### config.mk
export PLATFORM = sky130hd
export DESIGN_NAME = ray_job_setup
export DESIGN_NICKNAME = d
export VERILOG_FILES = /design/src/rtl/ray_job_setup.sv
export SDC_FILE = /design/constraint.sdc
export NUM_CORES = 1
export LEC_CHECK = 0
export CORE_MARGIN = 8
export CORE_UTILIZATION = 51
export DETAILED_ROUTE_END_ITERATION = 7
export PLACE_DENSITY = 0.89
export SLEW_MARGIN = 20
export SYNTH_ARGS = -nofsm -noshare
export SYNTH_HDL_FRONTEND = slang
export SYNTH_SLANG_ARGS = --single-unit
### constraint.sdc
create_clock -name clk -period 9.6 [get_ports clk]
set_clock_uncertainty 0.05 [all_clocks]
set_input_delay 1.44 -clock clk [delete_from_list [all_inputs] [get_ports clk]]
set_output_delay 1.44 -clock clk [all_outputs]
set_load 0.005 [all_outputs]
### src/rtl/ray_job_setup.sv
//------------------------------------------------------------------------------
// Module   : ray_job_setup
// Purpose  : Per-pixel DDA job generator. Accepts one screen pixel, forms a
//            pinhole-camera ray direction (dx, dy, DZ), and computes the per-axis
//            DDA increments floor(2^RECIP_LOG2/|d|) with one shared restoring
//            divider (one quotient bit per cycle, X then Y then Z). The
//            finished ray job is then presented on a valid/ready handshake.
// Ports    : clk, rst_n          - clock, asynchronous active-low reset
//            pix_valid/pix_ready - pixel request handshake (ready only in IDLE)
//            pix_x, pix_y        - pixel column/row, sampled at accept
//            job_valid/job_ready - job handshake (valid only in OUT)
//            job_ix0/iy0/iz0     - start voxel (camera position constants)
//            job_sx/sy/sz        - step signs (1 = non-negative direction)
//            job_next_*/job_inc_* - first crossing time and per-step increment
//            job_max_steps       - step limit constant
//            busy                - block is not idle
// Revision : 1.0 - initial release
//------------------------------------------------------------------------------
`default_nettype none

module ray_job_setup #(
  parameter int SCREEN_CX      = 320,
  parameter int SCREEN_CY      = 240,
  parameter int DZ             = 128,
  parameter int RECIP_LOG2     = 24,
  parameter int COORD_W        = 6,
  parameter int TIMER_WIDTH    = 32,
  parameter int MAX_STEPS_BITS = 10,
  parameter int CAM_IX         = 16,
  parameter int CAM_IY         = 16,
  parameter int CAM_IZ         = 0,
  parameter int MAX_STEPS      = 200
) (
  input  logic                      clk,
  input  logic                      rst_n,
  input  logic                      pix_valid,
  output logic                      pix_ready,
  input  logic [9:0]                pix_x,
  input  logic [9:0]                pix_y,
  output logic                      job_valid,
  input  logic                      job_ready,
  output logic [COORD_W-1:0]        job_ix0,
  output logic [COORD_W-1:0]        job_iy0,
  output logic [COORD_W-1:0]        job_iz0,
  output logic                      job_sx,
  output logic                      job_sy,
  output logic                      job_sz,
  output logic [TIMER_WIDTH-1:0]    job_next_x,
  output logic [TIMER_WIDTH-1:0]    job_next_y,
  output logic [TIMER_WIDTH-1:0]    job_next_z,
  output logic [TIMER_WIDTH-1:0]    job_inc_x,
  output logic [TIMER_WIDTH-1:0]    job_inc_y,
  output logic [TIMER_WIDTH-1:0]    job_inc_z,
  output logic [MAX_STEPS_BITS-1:0] job_max_steps,
  output logic                      busy
);

  localparam int         QBITS    = RECIP_LOG2 + 1;
  localparam logic [4:0] LAST_BIT = 5'(QBITS - 1);
  localparam logic [10:0] MAG_Z   = 11'(DZ);

  typedef enum logic [2:0] {
    S_IDLE  = 3'd0,
    S_DIV_X = 3'd1,
    S_DIV_Y = 3'd2,
    S_DIV_Z = 3'd3,
    S_OUT   = 3'd4
  } state_t;

  state_t state_q, state_d;

  logic                   sx_q, sy_q, sz_q;
  logic [10:0]            mag_x_q, mag_y_q;
  logic [10:0]            rem_q, rem_d;
  logic [QBITS-2:0]       quo_q, quo_d;
  logic [4:0]             bit_cnt_q;
  logic [TIMER_WIDTH-1:0] inc_x_q, inc_y_q, inc_z_q;
  logic [TIMER_WIDTH-1:0] next_x_q, next_y_q, next_z_q;

  logic                   accept_w;
  logic                   in_div_w;
  logic                   div_last_w;
  logic [11:0]            dx_w, dy_w;
  logic [10:0]            divisor_w;
  logic [11:0]            trial_w, diff_w;
  logic                   ge_w;
  logic [QBITS-1:0]       quo_full_w;
  logic [TIMER_WIDTH-1:0] inc_w;

  assign accept_w   = pix_valid && (state_q == S_IDLE);
  assign in_div_w   = (state_q == S_DIV_X) || (state_q == S_DIV_Y) || (state_q == S_DIV_Z);
  assign div_last_w = in_div_w && (bit_cnt_q == LAST_BIT);

  // Two's-complement 12-bit directions; magnitudes always fit in 11 bits.
  assign dx_w = {2'b00, pix_x} - 12'(SCREEN_CX);
  assign dy_w = 12'(SCREEN_CY) - {2'b00, pix_y};

  always_comb begin
    divisor_w = mag_x_q;
    case (state_q)
      S_DIV_Y: divisor_w = mag_y_q;
      S_DIV_Z: divisor_w = MAG_Z;
      default: divisor_w = mag_x_q;
    endcase
  end

  // Dividend 2^RECIP_LOG2 has only its MSB set, so the bit shifted in is 1
  // on the first step and 0 afterwards.
  assign trial_w    = {rem_q, (bit_cnt_q == 5'd0)};
  assign diff_w     = trial_w - {1'b0, divisor_w};
  assign ge_w       = (trial_w >= {1'b0, divisor_w});
  assign rem_d      = 11'(ge_w ? diff_w : trial_w);
  assign quo_d      = {quo_q[QBITS-3:0], ge_w};
  assign quo_full_w = {quo_q, ge_w};
  // Division by zero saturates; the full bit count is still spent.
  assign inc_w      = (divisor_w == 11'd0) ? {TIMER_WIDTH{1'b1}} : TIMER_WIDTH'(quo_full_w);

  always_comb begin
    state_d = state_q;
    case (state_q)
      S_IDLE:  if (pix_valid)  state_d = S_DIV_X;
      S_DIV_X: if (div_last_w) state_d = S_DIV_Y;
      S_DIV_Y: if (div_last_w) state_d = S_DIV_Z;
      S_DIV_Z: if (div_last_w) state_d = S_OUT;
      S_OUT:   if (job_ready)  state_d = S_IDLE;
      default: state_d = S_IDLE;
    endcase
  end

  always_ff @(posedge clk or negedge rst_n) begin
    if (!rst_n) state_q <= S_IDLE;
    else        state_q <= state_d;
  end

  always_ff @(posedge clk or negedge rst_n) begin
    if (!rst_n) begin
      sx_q      <= 1'b0;
      sy_q      <= 1'b0;
      sz_q      <= 1'b0;
      mag_x_q   <= '0;
      mag_y_q   <= '0;
      rem_q     <= '0;
      quo_q     <= '0;
      bit_cnt_q <= '0;
      inc_x_q   <= '0;
      inc_y_q   <= '0;
      inc_z_q   <= '0;
      next_x_q  <= '0;
      next_y_q  <= '0;
      next_z_q  <= '0;
    end else if (accept_w) begin
      sx_q      <= ~dx_w[11];
      sy_q      <= ~dy_w[11];
      sz_q      <= 1'b1;
      mag_x_q   <= dx_w[11] ? (~dx_w[10:0] + 11'd1) : dx_w[10:0];
      mag_y_q   <= dy_w[11] ? (~dy_w[10:0] + 11'd1) : dy_w[10:0];
      rem_q     <= '0;
      quo_q     <= '0;
      bit_cnt_q <= '0;
    end else if (in_div_w) begin
      if (div_last_w) begin
        rem_q     <= '0;
        quo_q     <= '0;
        bit_cnt_q <= '0;
        case (state_q)
          S_DIV_X: begin inc_x_q <= inc_w; next_x_q <= inc_w >> 1; end
          S_DIV_Y: begin inc_y_q <= inc_w; next_y_q <= inc_w >> 1; end
          default: begin inc_z_q <= inc_w; next_z_q <= inc_w >> 1; end
        endcase
      end else begin
        rem_q     <= rem_d;
        quo_q     <= quo_d;
        bit_cnt_q <= bit_cnt_q + 5'd1;
      end
    end
  end

  assign pix_ready     = (state_q == S_IDLE);
  assign job_valid     = (state_q == S_OUT);
  assign busy          = (state_q != S_IDLE);
  assign job_ix0       = COORD_W'(CAM_IX);
  assign job_iy0       = COORD_W'(CAM_IY);
  assign job_iz0       = COORD_W'(CAM_IZ);
  assign job_max_steps = MAX_STEPS_BITS'(MAX_STEPS);
  assign job_sx        = sx_q;
  assign job_sy        = sy_q;
  assign job_sz        = sz_q;
  assign job_inc_x     = inc_x_q;
  assign job_inc_y     = inc_y_q;
  assign job_inc_z     = inc_z_q;
  assign job_next_x    = next_x_q;
  assign job_next_y    = next_y_q;
  assign job_next_z    = next_z_q;

endmodule

`default_nettype wire

Yosys cells after proc, flatten, opt, wreduce, memory -nomap -nowiden
Index checks and enable logic that the tools add are counted.
{"block": "op_classes", "n_addsub": 6, "n_lt_le_gt_ge": 1, "eq_ne": 10, "n_mux": 20, "bitwise": 6, "n_reduce_logical": 14}
{"operator": "$mux W24", "count": 3}
{"operator": "$mux W11", "count": 6}
{"operator": "$mux W32", "count": 1}
{"operator": "$add A11 B1 Y11 const B", "count": 2}
{"operator": "$not A11 Y11", "count": 2}
{"operator": "$pmux W11 S2", "count": 1}
{"operator": "$mux W3", "count": 5}
{"operator": "$mux W5", "count": 3}
{"operator": "$pmux W3 S5", "count": 1}
{"operator": "$ge A12 B11 Y1", "count": 1}
{"operator": "$reduce_and A4 Y1", "count": 3}
{"operator": "$logic_not A11 Y1", "count": 1}
{"operator": "$sub A10 B9 Y11 const B", "count": 1}
{"operator": "$sub A11 B11 Y11", "count": 1}
{"operator": "$sub A8 B10 Y11 const A", "count": 1}
{"operator": "$ne A2 B2 Y1 const B", "count": 4}
{"operator": "$eq A3 B2 Y1 const B", "count": 2}
{"operator": "$add A5 B1 Y5 const B", "count": 1}
{"operator": "$eq A5 B5 Y1 const B", "count": 1}
{"operator": "$logic_not A5 Y1", "count": 1}
{"operator": "$reduce_and A5 Y1", "count": 1}
{"operator": "$not A1 Y1", "count": 4}
{"operator": "$eq A3 B1 Y1 const B", "count": 1}
{"operator": "$eq A3 B3 Y1 const B", "count": 1}
{"operator": "7 further kinds", "count": 9}
{"block": "totals", "ff_bits": 257, "in_bits": 24}

Longest topological paths before layout
{"block": "logic_depth", "ltp_word": 7, "ltp_mapped": 16}

Worst setup path after synthesis
Ideal clock, no wire load.
{"block": "synth_path", "path_type": "register -> register", "startpoint": "reg state_q[2]", "endpoint": "reg rem_q[10]", "setup_ps": 69, "arrival_ps": 3390, "required_time_ps": 9481, "setup_slack_ps": 6091, "path_stages_with_launch": 16, "path_buffers": 3, "cell_sequence": "dfrtp_1 nand2b_1 buf_6 buf_6 buf_2 nand2_1 o21ai_0 ha_1 fa_1 a221o_1 a222oi_1 nand3b_1 o22ai_1 o31a_1 or4b_1 nand3_1"}
{"block": "synth_via", "elab_chain_cells": 7}
{"item": "start, declared", "line_no": "70", "rtl": "state_t state_q, state_d;"}
{"item": "start signal, assigned", "line_no": "132", "rtl": "else state_q <= state_d;"}
{"item": "$eq A3 B2 Y1 or $eq A3 B1 Y1 (tied branches)", "line_no": "91, 100"}
{"item": "$pmux W11 S2 or $logic_or A1 B1 Y1 (tied branches)", "line_no": "100, 91"}
{"item": "$sub A11 B11 Y11, or another cell as far along", "line_no": "110", "rtl": "assign diff_w = trial_w - {1'b0, divisor_w};"}
{"item": "$mux W11 or $logic_and A1 B1 Y1 (tied branches)", "line_no": "112, 92"}
{"item": "$mux W11", "line_no": "161", "rtl": "if (div_last_w) begin"}
{"item": "$mux W11", "line_no": "160", "rtl": "end else if (in_div_w) begin"}
{"item": "$mux W11", "line_no": "151", "rtl": "end else if (accept_w) begin"}
{"item": "end signal, assigned", "line_no": "171", "rtl": "rem_q <= rem_d;"}
{"item": "end, declared", "line_no": "74", "rtl": "logic [10:0] rem_q, rem_d;"}
Several ways; a longest one is shown, not always the timed one. The select of a mux whose other input is x is not followed.
A chain may end at the register's enable or synchronous reset.

Final worst setup path
Same ends and word-level chain as after synthesis.

==> metrics.csv <==
stage,metric,value,unit
run_status,status,"complete, no violations",
setup_path,cells along the critical path,nand2b_1 -> o21ai_0 -> ha_1 -> fa_1 -> nand2_1 -> maj3_1 -> a21oi_1 -> o31a_1 -> a21oi_2 -> or4b_1 -> nand3_1,
sta,endpoints failing hold,0,
sta,relative slew slack,0.300,
final_layout,Non-Filler Instances,1185,
synthesis,Syn Std Cell Area,8090,sq um
global_routing,vias in the first global route,6177,
final_layout,Layout Nets,993,
synthesis,Yosys warnings,0,
routing,final WL,20100,um
clock_network,CTS Root Cell,clkbuf_16,
global_routing,antenna violations before repair,0,
clock_network,CTS tree,done,
pwr,Cell Pwr Density,282,nW/um^2
setup_path,Worst path max stage delay,0.86,ns
setup_path,Levels on crit path,11,
floorplan,Die Wd,142,um
synthesis,Seq cells post-synth,146,
setup_path,Bufs and invs on worst path,0,
synthesis,Mapped Cells,875,
clock_network,Longest Clk Path Bufs,2,
floorplan,Die ar.,20100,sq um
setup_path,CP startpoint,state_q[2]$_DFFE_PN0P_,
synthesis,synth top area cells,"dfrtp_1 45%, buf_4 13%, nand2_1 5.1%",
routing,WL per Instance,16.9,um
setup_path,Crit Path Category,reg -> reg,
clock_network,clock-pin slew on the worst setup and hold paths,0.06,ns
routing,Residual DRC,0,
setup_path,worst reg2reg path depth,11,
synthesis,syn avg cell area,9.25,sq um
sta,worst slew pin tran,1.05,ns
synthesis,commonest cells in the netlist,"146 x dfrtp_1, 144 x buf_4, 110 x nand2_1, 78 x nor2_1, 77 x o21ai_0",
synthesis,most numerous cell in the Yosys netlist,dfrtp_1,
job,max-cap violation count,0,
setup_path,CP top delay family,simple AND/OR/NAND/NOR gates,
final_layout,diode count,0,
clock_network,# Post-CTS Setup Buffers,0,
sta,post-layout min period,4.55,ns
floorplan,Initial Utilization,0.515,
placement,Inst Count DP,1153,
clock_network,post_cts resized,0,
sta,Final Cycle Share,0.474,
synthesis,"FFs w/ async S/R, synth",1.00,
floorplan,Die Ht,142,um
setup_path,CP max-delay cell,nand2b_1,
setup_path,Worst setup EP type,flip-flop,
synthesis,Post-synth EDFFs,0,
synthesis,top_reg_cell synth,dfrtp_1,
pwr,Power Total,2.84,mW
synthesis,top cell type's share of synthesized area,0.452,
synthesis,count of cell types in the netlist,73,
sta,fmax,220,MHz
sta,final setup TNS,0,ns
hold_path,hold depth,1,
pwr,Leak,4.37,nW
global_routing,first-pass GRT wire length,32000,um
setup_path,Critical Path RT,9.89,ns
sta,Hold Slack,0.422,ns
placement,GPL Wtd Cong,0.882,
clock_network,CTS Hold Bufs,0,
clock_network,clock insertion delay at the later pin of the skew report,0.42,ns
setup_path,Reg-to-Reg Start,state_q[2]$_DFFE_PN0P_,
final_layout,fraction of layout instances using a drive strength above 1,0.0640,
clock_network,Clock Sinks,146,
floorplan,row cnt,46,
routing,Vias,6342,
final_layout,area grow syn2layout,24.3,%
routing,Detail Route Antenna Nets,0,
global_routing,global route overflow,0,
pwr,VDD IR-drop max,0.000180,V
floorplan,core area,15700,sq um
placement,port bufs,218,
synthesis,Yosys top cell by area,dfrtp_1,
setup_path,CP arrival,4.85,ns
sta,unrepaired setup endpoints after global routing,false,
hold_path,Hold Path Origin,job_sz$_DFFE_PN0P_,
setup_path,Startpoint Class,flip-flop,
floorplan,IO Count,250,
global_routing,GR Util All Layers,0.198,
hold_path,worst min-delay path category,reg -> reg,
placement,HPWL after detailed placement,14500,um
clock_network,Num CTS Buffers,17,
setup_path,Critical Path Fanout Max,23,
synthesis,post-synthesis sequential area ratio,0.452,
routing,1st-pass router iterations,5,
sta,# setup viols final,0,
global_routing,largest net degree at the start of global routing,87,
routing,Initial DRC Count,360,
sta,fin. max-slew vios,0,
clock_network,CTS H-tree depth,4,
routing,Via-to-Cell Ratio,5.35,
worst paths after layout:
path,slack (ns),to
max,5.05,rem_q[10]$_DFFE_PN0P_
min,0.42,job_sz$_DFFE_PN0P_
max reg2reg,5.05,rem_q[10]$_DFFE_PN0P_
min reg2reg,0.42,job_sz$_DFFE_PN0P_
max in group asynchronous,7.21,state_q[0]$_DFFE_PN0P_
min in group asynchronous,1.03,job_inc_x[2]$_DFFE_PN0P_
per-stage QoR:
stage | setup slack, ns | util | cell area, sq um
5_1_grt | 4.73 | 0.640 | 10100
4_1_cts | 5.04 | 0.638 | 10000
3_5_place_dp | 5.06 | 0.600 | 9430
3_3_place_gp | 5.22 | 0.600 | 9430
6_report | 5.05 | 0.640 | 10100
2_1_floorplan | 6.09 | - | 8200
kinds of logic (layout without fill, tap and decap cells):
kind of cell | count (synthesis) | in the layout | synth area share
multiplexers | 8 | 8 | 0.0125
flip-flops | 146 | 146 | 0.452
XOR/XNOR | 31 | 31 | 0.0336
AND/OR/NAND/NOR | 264 | 264 | 0.151
AO/OA/AOI/OAI | 199 | 199 | 0.159
other | 2 | 31 | 0.000928
buffers and inverters | 208 | 273 | 0.166
adder cells (fa/ha/maj) | 17 | 17 | 0.0260
worst register-to-register path: stages (launching register included):
cell and delay (ns):
dfrtp_1 0.55, nand2b_1 0.86, o21ai_0 0.39, ha_1 0.32
fa_1 0.43, nand2_1 0.09, maj3_1 0.15, a21oi_1 0.04
o31a_1 0.31, a21oi_2 0.70, or4b_1 0.51, nand3_1 0.08
cell usage in the layout, fill, tap and decap left out, drive strengths merged, types with 4 or more instances in the layout:
master         synthesis  final
clkbuf                36     17
xor2                  12     12
nor3                   5      5
a31oi                  8      8
or2                    4      4
or3                    9      9
nor2b                  5      5
a211o                  4      4
and2                   5      5
buf                  153      6
clkdlybuf4s50          0    217
and3                   5      5
dfrtp                146    146
clkinv                 0      7
inv                   19     22
nor3b                  7      7
mux2                   4      4
ha                    11     11
nand2b                 5      5
a21o                   4      4
nand3                 11     11
nand4                  6      6
mux2i                  4      4
a22o                  27     27
conb                   2     31
xnor2                 19     19
o21ai                 82     82
a21oi                 40     40
nor2                  78     78
maj3                   5      5
nand2                110    110
layout make-up:
type | instances | area [sq um]
Clock buffer | 17 | 425
Clock inverter | 14 | 180
Fill cell | 1237 | 5660
Inverter | 19 | 71.3
Multi-Input combinational cell | 550 | 3220
Sequential cell | 146 | 3650
Tap cell | 216 | 270
Timing Repair Buffer | 223 | 2230
layer usage:
metal / global-route usage / wire, um / vias up / share of wire
li1: - / - / 2984 / -
met2: 0.350 / 10300 / 281 / 0.51
met5: 0 / 0 / - / 0
met3: 0.0470 / 1590 / 33 / 0.079
met4: 0.0780 / 390 / 0 / 0.019
met1: 0.227 / 7840 / 3044 / 0.39
sequential cells by signal, indices dropped and copies added (netlist names):
signal / flops
job_inc_z: 26
state_q: 3
mag_y_q: 11
job_inc_x: 26
job_sz: 1
job_sy: 1
job_sx: 1
rem_q: 11
job_inc_y: 26
bit_cnt_q: 5
quo_q: 24
mag_x_q: 11
power breakdown:
group	total, mW	internal [mW]	switching [mW]	leakage, nW
sequential	0.971	0.797	0.174	1.94
combinational	1.19	0.601	0.591	2.14
clock	0.674	0.411	0.263	0.296
(Power assumes the default switching activity.)
